<file path="config.mk">
export PLATFORM = sky130hd
export DESIGN_NAME = data_mem_ctrl
export DESIGN_NICKNAME = d
export VERILOG_FILES = /design/src/rtl/data_mem_ctrl.sv
export SDC_FILE = /design/constraint.sdc
export NUM_CORES = 1
export LEC_CHECK = 0
export ABC_AREA = 1
export CAP_MARGIN = 20
export CELL_PAD_IN_SITES_DETAIL_PLACEMENT = 2
export CELL_PAD_IN_SITES_GLOBAL_PLACEMENT = 2
export CORE_MARGIN = 5
export CORE_UTILIZATION = 29
export CTS_CLUSTER_SIZE = 12
export DETAILED_ROUTE_END_ITERATION = 6
export PLACE_DENSITY = 0.93
export SYNTH_ARGS = -nofsm -noshare
export SYNTH_HDL_FRONTEND = slang
export SYNTH_SLANG_ARGS = --single-unit
</file>
<file path="constraint.sdc">
create_clock -name clk -period 3.35 [get_ports clk]
set_clock_uncertainty 0.05 [all_clocks]
set_input_delay 0.67 -clock clk [delete_from_list [all_inputs] [get_ports clk]]
set_output_delay 0.67 -clock clk [all_outputs]
set_load 0.02 [all_outputs]
</file>
<file path="src/rtl/data_mem_ctrl.sv">
// data_mem_ctrl: multi-cycle load/store controller between the RV32I datapath
// and a word-wide data RAM (combinational read, synchronous word write).
// Byte and halfword stores are done as read-modify-write of the whole word;
// faulting requests are answered without ever starting a RAM cycle.
module data_mem_ctrl #(
    parameter int MEM_WORDS = 256
) (
    input  logic        clk,
    input  logic        reset_n,
    input  logic        req_valid,
    output logic        req_ready,
    input  logic        req_we,
    input  logic [2:0]  req_funct3,
    input  logic [31:0] req_addr,
    input  logic [31:0] req_wdata,
    output logic        rsp_valid,
    output logic [31:0] rsp_rdata,
    output logic        rsp_err,
    output logic        ram_we,
    output logic [31:0] ram_addr,
    output logic [31:0] ram_wdata,
    input  logic [31:0] ram_rdata
);

    localparam logic [31:0] MEM_WORDS_U = 32'(MEM_WORDS);

    localparam logic [2:0] F3_B  = 3'b000;
    localparam logic [2:0] F3_H  = 3'b001;
    localparam logic [2:0] F3_W  = 3'b010;
    localparam logic [2:0] F3_BU = 3'b100;
    localparam logic [2:0] F3_HU = 3'b101;

    typedef enum logic [1:0] {
        ST_IDLE,
        ST_RD,
        ST_WR,
        ST_RSP
    } state_t;

    state_t      state_q, state_d;
    logic        we_q, we_d;
    logic [2:0]  funct3_q, funct3_d;
    logic [31:0] addr_q, addr_d;
    logic [31:0] wdata_q, wdata_d;
    logic [31:0] word_q, word_d;
    logic        rsp_valid_q, rsp_valid_d;
    logic [31:0] rsp_rdata_q, rsp_rdata_d;
    logic        rsp_err_q, rsp_err_d;
    logic        ram_we_q, ram_we_d;
    logic [31:0] ram_wdata_q, ram_wdata_d;

    logic        req_fault;

    // Stores only know B/H/W; loads additionally have the unsigned B/H forms.
    function automatic logic funct3_legal(input logic we, input logic [2:0] f3);
        logic ok;
        ok = 1'b0;
        if (we) begin
            ok = (f3 == F3_B) || (f3 == F3_H) || (f3 == F3_W);
        end else begin
            ok = (f3 == F3_B) || (f3 == F3_H) || (f3 == F3_W) ||
                 (f3 == F3_BU) || (f3 == F3_HU);
        end
        return ok;
    endfunction

    // Halfwords need an even address, words a multiple of four.
    function automatic logic misaligned(input logic [2:0] f3, input logic [1:0] lo);
        logic bad;
        bad = 1'b0;
        case (f3[1:0])
            2'b01:   bad = lo[0];
            2'b10:   bad = (lo != 2'b00);
            default: bad = 1'b0;
        endcase
        return bad;
    endfunction

    // Word index beyond the end of the RAM.
    function automatic logic out_of_range(input logic [31:0] addr);
        return ({2'b00, addr[31:2]} >= MEM_WORDS_U);
    endfunction

    // Pick the addressed lane out of a RAM word and sign/zero extend it.
    function automatic logic [31:0] load_extend(input logic [2:0]  f3,
                                                input logic [1:0]  lo,
                                                input logic [31:0] word);
        logic [7:0]  lane_b;
        logic [15:0] lane_h;
        logic [31:0] res;
        lane_b = word[{lo, 3'b000} +: 8];
        lane_h = word[{lo[1], 4'b0000} +: 16];
        case (f3)
            F3_B:    res = {{24{lane_b[7]}}, lane_b};
            F3_H:    res = {{16{lane_h[15]}}, lane_h};
            F3_W:    res = word;
            F3_BU:   res = {24'h000000, lane_b};
            F3_HU:   res = {16'h0000, lane_h};
            default: res = 32'h0000_0000;
        endcase
        return res;
    endfunction

    // Replace only the addressed lane of the old word with the store data.
    function automatic logic [31:0] merge_store(input logic [2:0]  f3,
                                                input logic [1:0]  lo,
                                                input logic [31:0] word,
                                                input logic [31:0] wdata);
        logic [31:0] res;
        res = word;
        case (f3)
            F3_B:    res[{lo, 3'b000} +: 8] = wdata[7:0];
            F3_H:    res[{lo[1], 4'b0000} +: 16] = wdata[15:0];
            default: res = wdata;
        endcase
        return res;
    endfunction

    // Fault check on the live request; only meaningful in IDLE at acceptance.
    always_comb begin
        req_fault = !funct3_legal(req_we, req_funct3) ||
                    misaligned(req_funct3, req_addr[1:0]) ||
                    out_of_range(req_addr);
    end

    // Next-state logic: sequencing, request capture and registered outputs.
    always_comb begin
        state_d     = state_q;
        we_d        = we_q;
        funct3_d    = funct3_q;
        addr_d      = addr_q;
        wdata_d     = wdata_q;
        word_d      = word_q;
        rsp_valid_d = 1'b0;
        rsp_rdata_d = rsp_rdata_q;
        rsp_err_d   = rsp_err_q;
        ram_we_d    = 1'b0;
        ram_wdata_d = ram_wdata_q;

        case (state_q)
            ST_IDLE: begin
                if (req_valid) begin
                    we_d     = req_we;
                    funct3_d = req_funct3;
                    addr_d   = req_addr;
                    wdata_d  = req_wdata;
                    if (req_fault) begin
                        state_d     = ST_RSP;
                        rsp_valid_d = 1'b1;
                        rsp_err_d   = 1'b1;
                        rsp_rdata_d = 32'h0000_0000;
                    end else if (req_we && (req_funct3 == F3_W)) begin
                        state_d     = ST_WR;
                        ram_we_d    = 1'b1;
                        ram_wdata_d = req_wdata;
                    end else begin
                        state_d = ST_RD;
                    end
                end
            end
            ST_RD: begin
                word_d = ram_rdata;
                if (!we_q) begin
                    state_d     = ST_RSP;
                    rsp_valid_d = 1'b1;
                    rsp_err_d   = 1'b0;
                    rsp_rdata_d = load_extend(funct3_q, addr_q[1:0], ram_rdata);
                end else begin
                    state_d     = ST_WR;
                    ram_we_d    = 1'b1;
                    ram_wdata_d = merge_store(funct3_q, addr_q[1:0], ram_rdata, wdata_q);
                end
            end
            ST_WR: begin
                state_d     = ST_RSP;
                rsp_valid_d = 1'b1;
                rsp_err_d   = 1'b0;
                rsp_rdata_d = 32'h0000_0000;
            end
            ST_RSP: begin
                state_d = ST_IDLE;
            end
            default: begin
                state_d = ST_IDLE;
            end
        endcase
    end

    // State and output registers; reset abandons any in-flight access at once.
    always_ff @(posedge clk or negedge reset_n) begin
        if (!reset_n) begin
            state_q     <= ST_IDLE;
            we_q        <= 1'b0;
            funct3_q    <= 3'b000;
            addr_q      <= 32'h0000_0000;
            wdata_q     <= 32'h0000_0000;
            word_q      <= 32'h0000_0000;
            rsp_valid_q <= 1'b0;
            rsp_rdata_q <= 32'h0000_0000;
            rsp_err_q   <= 1'b0;
            ram_we_q    <= 1'b0;
            ram_wdata_q <= 32'h0000_0000;
        end else begin
            state_q     <= state_d;
            we_q        <= we_d;
            funct3_q    <= funct3_d;
            addr_q      <= addr_d;
            wdata_q     <= wdata_d;
            word_q      <= word_d;
            rsp_valid_q <= rsp_valid_d;
            rsp_rdata_q <= rsp_rdata_d;
            rsp_err_q   <= rsp_err_d;
            ram_we_q    <= ram_we_d;
            ram_wdata_q <= ram_wdata_d;
        end
    end

    // Output drive: ready while idle, RAM always addressed at the latched word.
    always_comb begin
        req_ready = (state_q == ST_IDLE);
        rsp_valid = rsp_valid_q;
        rsp_rdata = rsp_rdata_q;
        rsp_err   = rsp_err_q;
        ram_we    = ram_we_q;
        ram_addr  = {addr_q[31:2], 2'b00};
        ram_wdata = ram_wdata_q;
    end

endmodule

</file>
==> flow_summary.json <==
{
  "startpoint_type": "register",
  "reg2reg_to": "ram_wdata[18]",
  "port_buffers": 200,
  "track_usage_pct": 23.9,
  "tns_ps": 0,
  "cp_max_fo": 7,
  "antenna_found_initial": 5,
  "status": "finished, final reports clean",
  "cp_slowest_cell": "clkdlybuf4s50_1",
  "switchingPower_mw": 6.09,
  "fmax_mhz": 344,
  "clk_latency_ps": 440,
  "reg2reg_from": "addr_q[0]",
  "cp_cell_sequence": "inv_1, ha_1, clkdlybuf4s50_1",
  "gp_congestion": 0.916,
  "r2r_slack_ps": 850,
  "cts-root-buf": "clkbuf_16",
  "cts_setup_buffers": 0,
  "post_cts_resized": 0,
  "cts_sinks": 137,
  "drv_slew": 0,
  "nets": 1641,
  "relSlewSlack_pct": 44.3,
  "finalHoldViolations": 0,
  "clk_pin_slew_ps": 60,
  "r2r_cells": 12,
  "ys_seq_area_share_pct": 38.4,
  "finalNonFillerCells": 1940,
  "synth.avg_cell_area_um2": 6.38,
  "initial_core_util_pct": 29.3,
  "combPwrFrac_pct": 58.2,
  "dp_hpwl_um": 29400,
  "grt_pass1_vias": 10916,
  "final_common_cell": "nand2_1",
  "period_needed_ps": 2900,
  "cts_max_level": 4,
  "grt_start_max_net_pins": 76,
  "drt_pass1_iterations": 5,
  "netlist_area_mm2": 0.00893,
  "crit_path_max_incr_delay_ps": 750,
  "cts_tree": "yes",
  "worst_pin_slew_ps": 833,
  "cts_hold_buf": 0,
  "fp.dieW_um": 185,
  "io_pins": 203,
  "yosys_warnings": 0,
  "cap_viol_max_count": 0,
  "final-setup-viol-count": 0,
  "critPathTopFamily": "buffers and inverters",
  "ctsLongestPathBuffers": 2,
  "total_power_mw": 11.9,
  "vias": 9921,
  "peakVddDrop_uv": 375,
  "cts_buffers": 17,
  "synth_seq_cells": 137,
  "nFillCells": 3669,
  "num_rows": 64,
  "area_growth_pct": 29.9,
  "p_per_area_mw_per_mm2": 1030,
  "grt_pass1_wl_um": 63900,
  "synth_cells": 1400,
  "end_kind": "output pin",
  "hold_path.class": "input port to asynchronous set/reset pin",
  "worst-path-buf-inv": 2,
  "wire_per_inst_um": 21.3,
  "seq_power_share_pct": 25.0,
  "sw_frac_of_total_pct": 51.0,
  "postRouteAntennaNets": 0,
  "required_ps": 2630,
  "dp.cells": 1903,
  "core_area_mm2": 0.0305,
  "p_clk_share_pct": 16.8,
  "viasPerCell": 5.11,
  "ys_types": 30,
  "period_share_pct": 86.7,
  "die-area_mm2": 0.0344,
  "drc": 0,
  "drive_gt1_share_pct": 4.55,
  "critPathArrivalTime_ps": 2180,
  "final_cell_mix": "nand2_1 (564), clkdlybuf4s50_1 (199), nor2_1 (175), nand3_1 (150), dfrtp_1 (136)",
  "drt-total-wl_um": 41300,
  "intPower_mw": 5.85,
  "worstSetupPathType": "register to output pin",
  "p_leak_nw": 5.70,
  "grt_overflow": 0,
  "first_iter_violations": 691,
  "chipHeight_um": 185,
  "rsz0062_at_grt": "false"
}
==> metal layers <==
layer | up-vias | share of wire [%] | track usage (%)
li1 | 4593 | - | -
met1 | 4996 | 44 | 30.9
met2 | 270 | 48 | 40.5
met3 | 62 | 4.6 | 4.14
met4 | 0 | 2.8 | 7.87
met5 | - | 0 | 0
==> worst reg2reg max path, stage by stage (launching register included) <==
cell	delay [ps]
dfrtp_1	360
inv_1	160
ha_1	530
inv_2	160
nor2_1	460
nand2_1	130
nand2_1	80
nand2_1	70
nand3_1	100
nand2_1	70
nand2_1	90
nand3_1	80
nand2_1	100
==> state kept, by name, indices dropped and copies added (netlist names) <==
register,flops
rsp_err,1
we_q,1
funct3_q,3
wdata_q,32
rsp_rdata,32
ram_we,1
addr_q,32
state_q,2
rsp_valid,1
ram_wdata,32
==> logic make-up after synthesis <==
| kind of cell | count (synthesis) | share of synthesized area, % |
|---|---|---|
| buffers and inverters | 212 | 11.2 |
| adder cells (fa/ha/maj) | 12 | 1.68 |
| AO/OA/AOI/OAI | 133 | 7.87 |
| flip-flops | 137 | 38.4 |
| AND/OR/NAND/NOR | 905 | 40.8 |
| other | 1 | 0.0420 |
==> area by class of cell <==
class                      count  area, um2  area share, %
multi-input combinational   1052       4520           38.9
sequential                   137       3430           29.6
timing repair buffer         220       2180           18.8
tap                          396        495           4.27
clock buffer                  18        439           3.79
inverter                      98        368           3.17
clock inverter                14        163           1.40
antenna                        5       12.5          0.108
==> metrics by stage <==
| stage | setup slack [ps] | util (%) | area, um2 | hold slack, ps |
|---|---|---|---|---|
| floorplan | 1180 | - | 8930 | 324 |
| global placement | 697 | 36.0 | 11000 | 406 |
| detailed placement | 533 | 36.0 | 11000 | 418 |
| CTS | 434 | 38.0 | 11600 | 243 |
| global route | 368 | 38.0 | 11600 | 258 |
| finish | 446 | 38.0 | 11600 | 206 |
==> worst max path at each step <==
stage                  startpoint       endpoint  slack [ps]  cells past startpoint
finish                 state_q[1]      req_ready         450                      3
global route           state_q[1]      req_ready         370                      3
CTS                    state_q[1]      req_ready         430                      3
floorplan               addr_q[1]   ram_wdata[1]        1180                     14
detailed placement  ram_rdata[23]  rsp_rdata[26]         530                      9
global placement    req_funct3[0]   ram_wdata[8]         700                     11
==> Yosys cell counts <==
library cell  number  area [um2]
a21oi_1           44         220
nand2_4            1        11.3
nand2_1          565        2120
buf_1              7        26.3
inv_2              7        26.3
nor2_2             1        6.26
nor2_4             2        22.5
o21ai_2            1        8.76
dfrtp_1          137        3430
o211ai_1           7        52.6
clkbuf_1          32         120
nand3_1          150         751
nor2_1           175         657
o211a_1            1        10.0
buf_6              2        22.5
ha_1              12         150
buf_4             38         285
nand3_2            1        10.0
conb_1             1        3.75
o21bai_1           1        7.51
o2bb2ai_1          1        8.76
inv_1             90         338
a21boi_0           1        7.51
nand4_1            8        50.1
clkinv_1           1        3.75
o21ai_0           76         380
a22oi_1            1        7.51
nand2_2            1        6.26
buf_2             35         175
nor3b_2            1        12.5
==> power by group through the flow <==
stage / clock network (mW) / logic [mW] / registers (mW)
3_3_place_gp: 0 / 6.42 / 2.92
2_1_floorplan: 0 / 4.05 / 3.22
3_5_place_dp: 0 / 6.75 / 2.98
5_1_grt: 2.09 / 7.58 / 3.07
4_1_cts: 2.03 / 6.93 / 2.98
6_report: 2.00 / 6.96 / 2.99
No activity file was read; power rests on OpenSTA's default activity.
